`config.mk`:
```
export PLATFORM = sky130hd
export DESIGN_NAME = axi4l_mst_flat
export DESIGN_NICKNAME = d
export VERILOG_FILES = /design/src/rtl/axi4l_mst_if.sv /design/src/rtl/axi4l_mst.sv /design/src/flat_wrapper.sv
export SDC_FILE = /design/constraint.sdc
export NUM_CORES = 1
export LEC_CHECK = 0
export BUFFER_PORTS_ARGS = -buffer_cell sky130_fd_sc_hd__buf_2
export CELL_PAD_IN_SITES_DETAIL_PLACEMENT = 0
export CELL_PAD_IN_SITES_GLOBAL_PLACEMENT = 1
export CORE_MARGIN = 2
export CORE_UTILIZATION = 25
export DETAILED_ROUTE_END_ITERATION = 8
export GPL_ROUTABILITY_DRIVEN = 0
export PLACE_DENSITY = 0.68
export SKIP_CTS_REPAIR_TIMING = 1
export SKIP_LAST_GASP = 1
export SLEW_MARGIN = 20
export SYNTH_ARGS = -nofsm -noshare
export SYNTH_HDL_FRONTEND = slang
export SYNTH_SLANG_ARGS = --single-unit
```
`constraint.sdc`:
```
create_clock -name clk -period 1.8 [get_ports clk]
set_input_delay 0.09 -clock clk [delete_from_list [all_inputs] [get_ports clk]]
set_output_delay 0.09 -clock clk [all_outputs]
set_load 0.05 [all_outputs]
```
`src/rtl/axi4l_mst_if.sv`:
```
// AXI4-Lite channel bundle (AW/W/B/AR/R) between one master and one slave.
// No clock or reset inside; both ends share the core clock domain.
interface axi4l_mst_if;
    logic [31:0] awaddr;
    logic [2:0]  awprot;
    logic        awvalid;
    logic        awready;
    logic [31:0] wdata;
    logic [3:0]  wstrb;
    logic        wvalid;
    logic        wready;
    logic [1:0]  bresp;
    logic        bvalid;
    logic        bready;
    logic [31:0] araddr;
    logic [2:0]  arprot;
    logic        arvalid;
    logic        arready;
    logic [31:0] rdata;
    logic [1:0]  rresp;
    logic        rvalid;
    logic        rready;

    modport master (
        output awaddr, awprot, awvalid, input awready,
        output wdata, wstrb, wvalid, input wready,
        input  bresp, bvalid, output bready,
        output araddr, arprot, arvalid, input arready,
        input  rdata, rresp, rvalid, output rready
    );

    modport slave (
        input  awaddr, awprot, awvalid, output awready,
        input  wdata, wstrb, wvalid, output wready,
        output bresp, bvalid, input bready,
        input  araddr, arprot, arvalid, output arready,
        output rdata, rresp, rvalid, input rready
    );
endinterface

```
`src/rtl/axi4l_mst.sv`:
```
// Single-outstanding AXI4-Lite master for the load/store unit; zero-wait slave gives done 3 cycles after request.
// Backpressure: requests are ignored while busy; AXI valids hold until their handshake or the hang timeout aborts.
module axi4l_mst #(
    parameter int TIMEOUT_CYC = 256
) (
    input  logic        clk,
    input  logic        rst_n,
    input  logic        mem_req_i,
    input  logic        mem_we_i,
    input  logic [31:0] mem_addr_i,
    input  logic [31:0] mem_wdata_i,
    input  logic [3:0]  mem_wstrb_i,
    output logic [31:0] mem_rdata_o,
    output logic        mem_done_o,
    output logic        mem_err_o,
    output logic        mem_busy_o,
    axi4l_mst_if.master m_axi
);
    typedef enum logic [2:0] {IDLE, WRITE, WRESP, RADDR, RDATA} state_t;

    localparam logic [31:0] TO_LIM = 32'(TIMEOUT_CYC);

    state_t      state, state_nxt;
    logic [31:0] addr_q, wdata_q, to_cnt;
    logic [3:0]  wstrb_q;
    logic        aw_done, w_done;
    logic        aw_hs, w_hs, to_hit;
    logic        fin, fin_err, rd_lat;

    assign aw_hs  = m_axi.awvalid & m_axi.awready;
    assign w_hs   = m_axi.wvalid & m_axi.wready;
    assign to_hit = (TO_LIM != 32'd0) && (to_cnt == TO_LIM - 32'd1);

    always_ff @(posedge clk or negedge rst_n) begin
        if (!rst_n) state <= IDLE;
        else        state <= state_nxt;
    end

    always_comb begin
        state_nxt = state;
        fin       = 1'b0;
        fin_err   = 1'b0;
        rd_lat    = 1'b0;
        case (state)
            IDLE:  if (mem_req_i) state_nxt = mem_we_i ? WRITE : RADDR;
            WRITE: if ((aw_done | aw_hs) & (w_done | w_hs)) state_nxt = WRESP;
            WRESP: if (m_axi.bvalid) begin
                state_nxt = IDLE;
                fin       = 1'b1;
                fin_err   = (m_axi.bresp != 2'b00);
            end
            RADDR: if (m_axi.arready) state_nxt = RDATA;
            RDATA: if (m_axi.rvalid) begin
                state_nxt = IDLE;
                fin       = 1'b1;
                fin_err   = (m_axi.rresp != 2'b00);
                rd_lat    = 1'b1;
            end
            default: state_nxt = IDLE;
        endcase
        // A B/R handshake in the timeout cycle completes normally
        if (state != IDLE && !fin && to_hit) begin
            state_nxt = IDLE;
            fin       = 1'b1;
            fin_err   = 1'b1;
        end
    end

    always_ff @(posedge clk or negedge rst_n) begin
        if (!rst_n) begin
            addr_q      <= '0;
            wdata_q     <= '0;
            wstrb_q     <= '0;
            to_cnt      <= '0;
            aw_done     <= 1'b0;
            w_done      <= 1'b0;
            mem_rdata_o <= '0;
            mem_done_o  <= 1'b0;
            mem_err_o   <= 1'b0;
        end else begin
            if (state == IDLE) begin
                aw_done <= 1'b0;
                w_done  <= 1'b0;
                if (mem_req_i) begin
                    addr_q  <= mem_addr_i;
                    wdata_q <= mem_wdata_i;
                    wstrb_q <= mem_wstrb_i;
                    to_cnt  <= '0;
                end
            end else begin
                to_cnt <= to_cnt + 32'd1;
                if (aw_hs) aw_done <= 1'b1;
                if (w_hs)  w_done  <= 1'b1;
            end
            if (rd_lat) mem_rdata_o <= m_axi.rdata;
            mem_done_o <= fin;
            mem_err_o  <= fin & fin_err;
        end
    end

    assign mem_busy_o    = (state != IDLE);
    assign m_axi.awaddr  = addr_q;
    assign m_axi.awprot  = 3'b000;
    assign m_axi.awvalid = (state == WRITE) & ~aw_done;
    assign m_axi.wdata   = wdata_q;
    assign m_axi.wstrb   = wstrb_q;
    assign m_axi.wvalid  = (state == WRITE) & ~w_done;
    assign m_axi.bready  = (state == WRESP);
    assign m_axi.araddr  = addr_q;
    assign m_axi.arprot  = 3'b000;
    assign m_axi.arvalid = (state == RADDR);
    assign m_axi.rready  = (state == RDATA);
endmodule

```
`src/flat_wrapper.sv`:
```
// flat-port wrapper written by rule: the top's interface ports become plain ports
module axi4l_mst_flat 
#(
    parameter int TIMEOUT_CYC = 256
)
  (clk, rst_n, mem_req_i, mem_we_i, mem_addr_i, mem_wdata_i, mem_wstrb_i, mem_rdata_o, mem_done_o, mem_err_o, mem_busy_o, m_axi_awaddr, m_axi_awprot, m_axi_awvalid, m_axi_awready, m_axi_wdata, m_axi_wstrb, m_axi_wvalid, m_axi_wready, m_axi_bresp, m_axi_bvalid, m_axi_bready, m_axi_araddr, m_axi_arprot, m_axi_arvalid, m_axi_arready, m_axi_rdata, m_axi_rresp, m_axi_rvalid, m_axi_rready);
  axi4l_mst_if m_axi_i ();
  input  logic clk;
  input  logic rst_n;
  input  logic mem_req_i;
  input  logic mem_we_i;
  input  logic [31:0] mem_addr_i;
  input  logic [31:0] mem_wdata_i;
  input  logic [3:0] mem_wstrb_i;
  output logic [31:0] mem_rdata_o;
  output logic mem_done_o;
  output logic mem_err_o;
  output logic mem_busy_o;
  output wire logic [$bits(m_axi_i.awaddr)-1:0] m_axi_awaddr;
  output wire logic [$bits(m_axi_i.awprot)-1:0] m_axi_awprot;
  output wire logic [$bits(m_axi_i.awvalid)-1:0] m_axi_awvalid;
  input wire logic [$bits(m_axi_i.awready)-1:0] m_axi_awready;
  output wire logic [$bits(m_axi_i.wdata)-1:0] m_axi_wdata;
  output wire logic [$bits(m_axi_i.wstrb)-1:0] m_axi_wstrb;
  output wire logic [$bits(m_axi_i.wvalid)-1:0] m_axi_wvalid;
  input wire logic [$bits(m_axi_i.wready)-1:0] m_axi_wready;
  input wire logic [$bits(m_axi_i.bresp)-1:0] m_axi_bresp;
  input wire logic [$bits(m_axi_i.bvalid)-1:0] m_axi_bvalid;
  output wire logic [$bits(m_axi_i.bready)-1:0] m_axi_bready;
  output wire logic [$bits(m_axi_i.araddr)-1:0] m_axi_araddr;
  output wire logic [$bits(m_axi_i.arprot)-1:0] m_axi_arprot;
  output wire logic [$bits(m_axi_i.arvalid)-1:0] m_axi_arvalid;
  input wire logic [$bits(m_axi_i.arready)-1:0] m_axi_arready;
  input wire logic [$bits(m_axi_i.rdata)-1:0] m_axi_rdata;
  input wire logic [$bits(m_axi_i.rresp)-1:0] m_axi_rresp;
  input wire logic [$bits(m_axi_i.rvalid)-1:0] m_axi_rvalid;
  output wire logic [$bits(m_axi_i.rready)-1:0] m_axi_rready;
  assign m_axi_awaddr = m_axi_i.awaddr;
  assign m_axi_awprot = m_axi_i.awprot;
  assign m_axi_awvalid = m_axi_i.awvalid;
  assign m_axi_i.awready = m_axi_awready;
  assign m_axi_wdata = m_axi_i.wdata;
  assign m_axi_wstrb = m_axi_i.wstrb;
  assign m_axi_wvalid = m_axi_i.wvalid;
  assign m_axi_i.wready = m_axi_wready;
  assign m_axi_i.bresp = m_axi_bresp;
  assign m_axi_i.bvalid = m_axi_bvalid;
  assign m_axi_bready = m_axi_i.bready;
  assign m_axi_araddr = m_axi_i.araddr;
  assign m_axi_arprot = m_axi_i.arprot;
  assign m_axi_arvalid = m_axi_i.arvalid;
  assign m_axi_i.arready = m_axi_arready;
  assign m_axi_i.rdata = m_axi_rdata;
  assign m_axi_i.rresp = m_axi_rresp;
  assign m_axi_i.rvalid = m_axi_rvalid;
  assign m_axi_rready = m_axi_i.rready;
  axi4l_mst #(.TIMEOUT_CYC(TIMEOUT_CYC)) u_core (.clk(clk), .rst_n(rst_n), .mem_req_i(mem_req_i), .mem_we_i(mem_we_i), .mem_addr_i(mem_addr_i), .mem_wdata_i(mem_wdata_i), .mem_wstrb_i(mem_wstrb_i), .mem_rdata_o(mem_rdata_o), .mem_done_o(mem_done_o), .mem_err_o(mem_err_o), .mem_busy_o(mem_busy_o), .m_axi(m_axi_i));
endmodule
```
; ---- Word-level counts from Yosys, hierarchy flattened
; Index checks and enable logic that the tools add are counted.
[op_classes]
n_div = 0
n_shift = 0
muxes = 23
order_cmp = 0
multipliers = 0
reduce_logical = 11
addsub = 1
n_bitwise = 10
n_eq_ne = 11
[ops]
columns = op, count
row1 = $mux W32, 2
row2 = $add A32 B1 Y32 const B, 1
row3 = $eq A32 B8 Y1 const B, 1
row4 = $mux W3, 6
row5 = $pmux W3 S5, 1
row6 = $mux W1, 11
row7 = $ne A3 B2 Y1 const B, 3
row8 = $reduce_bool A2 Y1, 4
row9 = $and A1 B1 Y1, 6
row10 = $eq A3 B2 Y1 const B, 2
row11 = $ne A3 B1 Y1 const B, 2
row12 = $reduce_and A5 Y1, 1
row13 = $pmux W1 S2, 2
row14 = $eq A3 B1 Y1 const B, 1
row15 = $eq A3 B3 Y1 const B, 1
row16 = $logic_not A3 Y1, 1
row17 = $reduce_bool A3 Y1, 1
row18 = $logic_and A1 B1 Y1, 2
row19 = $mux W2, 1
row20 = $ne A2 B2 Y1 const B, 1
row21 = $not A1 Y1, 2
row22 = $or A1 B1 Y1, 2
row23 = $reduce_and A2 Y1, 1
row24 = $logic_not A1 Y1, 1
[totals]
register_bits = 139
mem_bits_ro = 0
out_inout_bits = 146
input_bits = 113
memories = 0
mem_bits_rw = 0
latch_bits = 0

; ---- Depth between registers and ports, before layout
[depth]
depth_word = 8
depth_mapped = 7
mapped_depth_nobuf = 5

; ---- Worst setup path before layout
; No wires, ideal clock.
[synth_path]
path_type = reg-to-reg
from = reg u_core.state[0]
to = reg u_core.mem_rdata_o[10]
setup_slack_ns = -1.030
path_buffers = 3
stages_incl_launch_ff = 7
arrival_time_ns = 2.705
period_less_slack_ns = 2.830
required_ns = 1.675
path_cell_list = dfrtp_1 -> clkbuf_1 -> nor3b_1 -> and2_1 -> buf_2 -> buf_4 -> mux2_2
[synth_between]
elab_chain_cells = 2
[synth_rtl]
columns = item, line_no
row1 = "start, declared", axi4l_mst.sv:23  ; state_t state, state_nxt;
row2 = "start signal, assigned", axi4l_mst.sv:36  ; else state <= state_nxt;
row3 = $eq A3 B3 Y1, n/a
row4 = via m_axi_rready, flat_wrapper.sv:37  ; output wire logic [$bits(m_axi_i.rready)-1:0] m_axi_rready;
row5 = $mux W1, axi4l_mst.sv:44  ; case (state)
row6 = "end signal, assigned", axi4l_mst.sv:95  ; if (rd_lat) mem_rdata_o <= m_axi.rdata;
row7 = "end, declared", axi4l_mst.sv:13  ; output logic [31:0] mem_rdata_o,
; The timed path passes the listed nets, and every way through them passes these cells.
; A chain may end at the register's enable or synchronous reset.

; ---- Worst setup path in the final report
[layout_path]
from = reg u_core.to_cnt[1]
to = reg u_core.to_cnt[10]
[layout_between]
elab_chain_cells = 2
[layout_rtl]
columns = item, line_no
row1 = "start, declared", axi4l_mst.sv:24  ; logic [31:0] addr_q, wdata_q, to_cnt;
row2 = "start signal, assigned", axi4l_mst.sv:91  ; to_cnt <= to_cnt + 32'd1;
row3 = $add A32 B1 Y32, axi4l_mst.sv:91
row4 = $mux W32, axi4l_mst.sv:81  ; if (state == IDLE) begin
; No other way between the ends.

==> run_results.csv <==
group,metric,value,unit
clocking,cts_made_buffers,17,
timing,rsz0062_at_grt,"yes",
clocking,cts_buffer_depth,2,
clocking,clk_latency,0.42,ns
routing,viasPerCell,4.21,
timing,min_period_over_period,1.03,
clocking,root_buffer,"clkbuf_16",
power_and_ir_drop,power_density,2030,nW/um2
timing,setup_viol,3,
setup_path,cp-end-kind,"flip-flop",
synthesis,synth_area,6070,um2
routing,vias,4892,
status,status,"finished, violations left",
setup_path,crit_fanout,8,
layout,layout-drive-gt1-share,0.524,
clocking,cts_max_level,4,
floorplanning,core_area,24100,um2
global_route,overflow,0,
floorplanning,start_util,0.252,
synthesis,yosysSeqAreaShare,0.573,
synthesis,ys_warn_count,0,
global_route,track_usage,0.115,
synthesis,ys_ff_latch,139,
timing,finalMaxSlewViolations,0,
timing,fmax,542,MHz
global_route,grt_pass1_vias,4421,
power_and_ir_drop,ir_drop,0.984,mV
routing,drtIter0Drc,277,
floorplanning,rows,57,
floorplanning,dieArea,25500,um2
power_and_ir_drop,leakagePower,4.58,nW
global_route,grt_max_degree,58,
setup_path,worstPathRequired,2.09,ns
routing,dr.pass1.iters,4,
hold_path,hold_path_class,"input pin to flip-flop",
synthesis,synth.largest_area_cell,"dfrtp_1",
routing,drc_errors,0,
synthesis,synth_flop_cell,"dfrtp_1",
layout,layout.nets,940,
placed_design,numPortBuffers,252,
routing,routed_wl,16200,um
floorplanning,die_h,160,um
timing,tns,-0.0947,ns
synthesis,synth_area_per_cell,13.1,um2
timing,hold_violations,0,
synthesis,synth.top_cells.by_area,"dfrtp_1 57%, mux2_2 19%, buf_4 5.1%, mux2i_1 3.0%, nand2_1 2.0%",
setup_path,arrival,2.13,ns
floorplanning,num_io_pins,259,
synthesis,async_flop_share,1.00,
synthesis,ys_types,48,
synthesis,synth_top_area_share,0.573,
flow_run,max_cap_violations,0,
clocking,cts_tree,"done",
setup_path,critical_path_class,"flip-flop to flip-flop",
timing,worst_slack,-0.0461,ns
routing,avgRoutedWirePerCell,13.9,um
timing,period_minus_slack,1.85,ns
power_and_ir_drop,power,0.0193,W
layout,fillers,2299,
status,violations,"setup timing",
timing,finClkSkew,0.0113,ns
synthesis,synth_edf_count,0,
setup_path,cp-start-kind,"flip-flop",
clocking,clkTransAtPathRegs,0.07,ns
global_route,grt_pass1_wl,23500,um
routing,ant_nets,0,
floorplanning,chipWidth,160,um
placed_design,dpl.hpwl,10700,um
global_route,antenna_found_initial,0,
clocking,cts_sinks,139,
synthesis,syn_inst,463,
layout,diodes,0,
layout,syn2layout_area_growth,56.4,%
-- registers in the layout (all words and copies together) (netlist names), 3 cells and up --
| name | cells |
|---|---|
| u_core.mem_rdata_o | 32 |
| u_core.state | 3 |
| u_core.m_axi.wstrb | 4 |
| u_core.m_axi.wdata | 32 |
| u_core.to_cnt | 32 |
| u_core.m_axi.araddr | 32 |
-- logic make-up (layout without fill, tap and decap cells) --
| group | after synthesis | in the layout | synth area share |
|---|---|---|---|
| AND/OR/NAND/NOR | 109 | 109 | 0.103 |
| other | 1 | 6 | 0.000618 |
| XOR/XNOR | 1 | 1 | 0.00144 |
| adder cells (fa/ha/maj) | 1 | 1 | 0.00206 |
| buffers and inverters | 59 | 430 | 0.0645 |
| flip-flops | 139 | 139 | 0.573 |
| AO/OA/AOI/OAI | 35 | 35 | 0.0402 |
| multiplexers | 118 | 118 | 0.215 |
-- cell type report --
class	count	area (um2)	share of cell area
tap	324	405	0.0427
timing repair buffer	397	2720	0.286
multi-input combinational	270	2300	0.242
inverter	1	3.75	0.000395
clock inverter	14	160	0.0169
clock buffer	18	429	0.0452
sequential	139	3480	0.366
-- metal layers --
metal,GRT usage,part of all wire
met1,0.144,0.43
met2,0.193,0.51
met3,0.0319,0.055
met4,0.0344,0.010
met5,0,0
-- worst max-delay path, stage by stage (launching register included) --
cell      delay [ns]
dfrtp_1         0.36
ha_2            0.19
nand2_2         0.06
or4_4           0.55
buf_12          0.17
buf_4           0.13
o211ai_1        0.16
o31ai_1         0.09
-- per-stage QoR --
step / setup WS [ns] / hold WS, ns / utilization / instances / instance area (um2)
after floorplan: -0.188 / -0.206 / - / 468 / 6130
after global placement: 0.0102 / 0.0478 / 0.320 / 1021 / 7720
after detailed placement: 0.000843 / 0.0452 / 0.320 / 1021 / 7720
after CTS: -0.143 / -0.411 / 0.345 / 1053 / 8310
after global routing: -0.0952 / 0.0124 / 0.394 / 1163 / 9500
final: -0.0461 / 0.0124 / 0.394 / 1163 / 9500
-- cell usage after synthesis (2+ instances only) --
| library cell | instances |
|---|---|
| dfrtp_1 | 139 |
| nand4_1 | 12 |
| nand3b_1 | 4 |
| nor4_2 | 3 |
| mux2_2 | 100 |
| and3_1 | 2 |
| nor2_1 | 11 |
| o41ai_1 | 4 |
| o21ai_0 | 10 |
| buf_2 | 6 |
| nor3_1 | 3 |
| nand3_1 | 15 |
| nand2_1 | 33 |
| and4_1 | 4 |
| a21oi_1 | 5 |
| nand2b_1 | 4 |
| mux2i_1 | 18 |
| o31ai_1 | 4 |
| buf_1 | 6 |
| clkbuf_1 | 3 |
| o211ai_1 | 5 |
| buf_4 | 41 |
| nor4_1 | 6 |
-- path summary, 6_finish.rpt --
path / startpoint / end / slack, ns / cells after the start
worst max-delay path: u_core.to_cnt[1] / u_core.to_cnt[10] / -0.05 / 7
worst min register to register: u_core.to_cnt[31] / u_core.to_cnt[31] / 0.47 / 1
worst max register to register: u_core.to_cnt[1] / u_core.to_cnt[10] / -0.05 / 7
max in group asynchronous: rst_n / u_core.m_axi.wdata[4] / 1.00 / 3
worst min-delay path: m_axi_bresp[1] / u_core.mem_err_o / 0.01 / 3
min in group asynchronous: rst_n / u_core.mem_rdata_o[28] / 0.18 / 2
-- where the power goes --
part | switching (W) | total, W | internal (W)
Sequential | 0.000736 | 0.00513 | 0.00439
Clock | 0.00148 | 0.00355 | 0.00207
Combinational | 0.00766 | 0.0106 | 0.00298
Total | 0.00988 | 0.0193 | 0.00944
-- cell usage in the layout (no fill, tap or decap), drive strengths merged, types with 5 or more instances in the layout --
cell type | netlist | layout
o21ai | 10 | 10
nand4 | 12 | 12
dfrtp | 139 | 139
nand3 | 16 | 16
inv | 1 | 6
nand2 | 33 | 33
clkbuf | 4 | 18
mux2 | 100 | 100
nor2 | 11 | 11
nor4 | 10 | 10
a21oi | 5 | 5
conb | 1 | 6
o211ai | 5 | 5
buf | 54 | 290
mux2i | 18 | 18
dlygate4sd3 | 0 | 107
(Power assumes the default switching activity.)
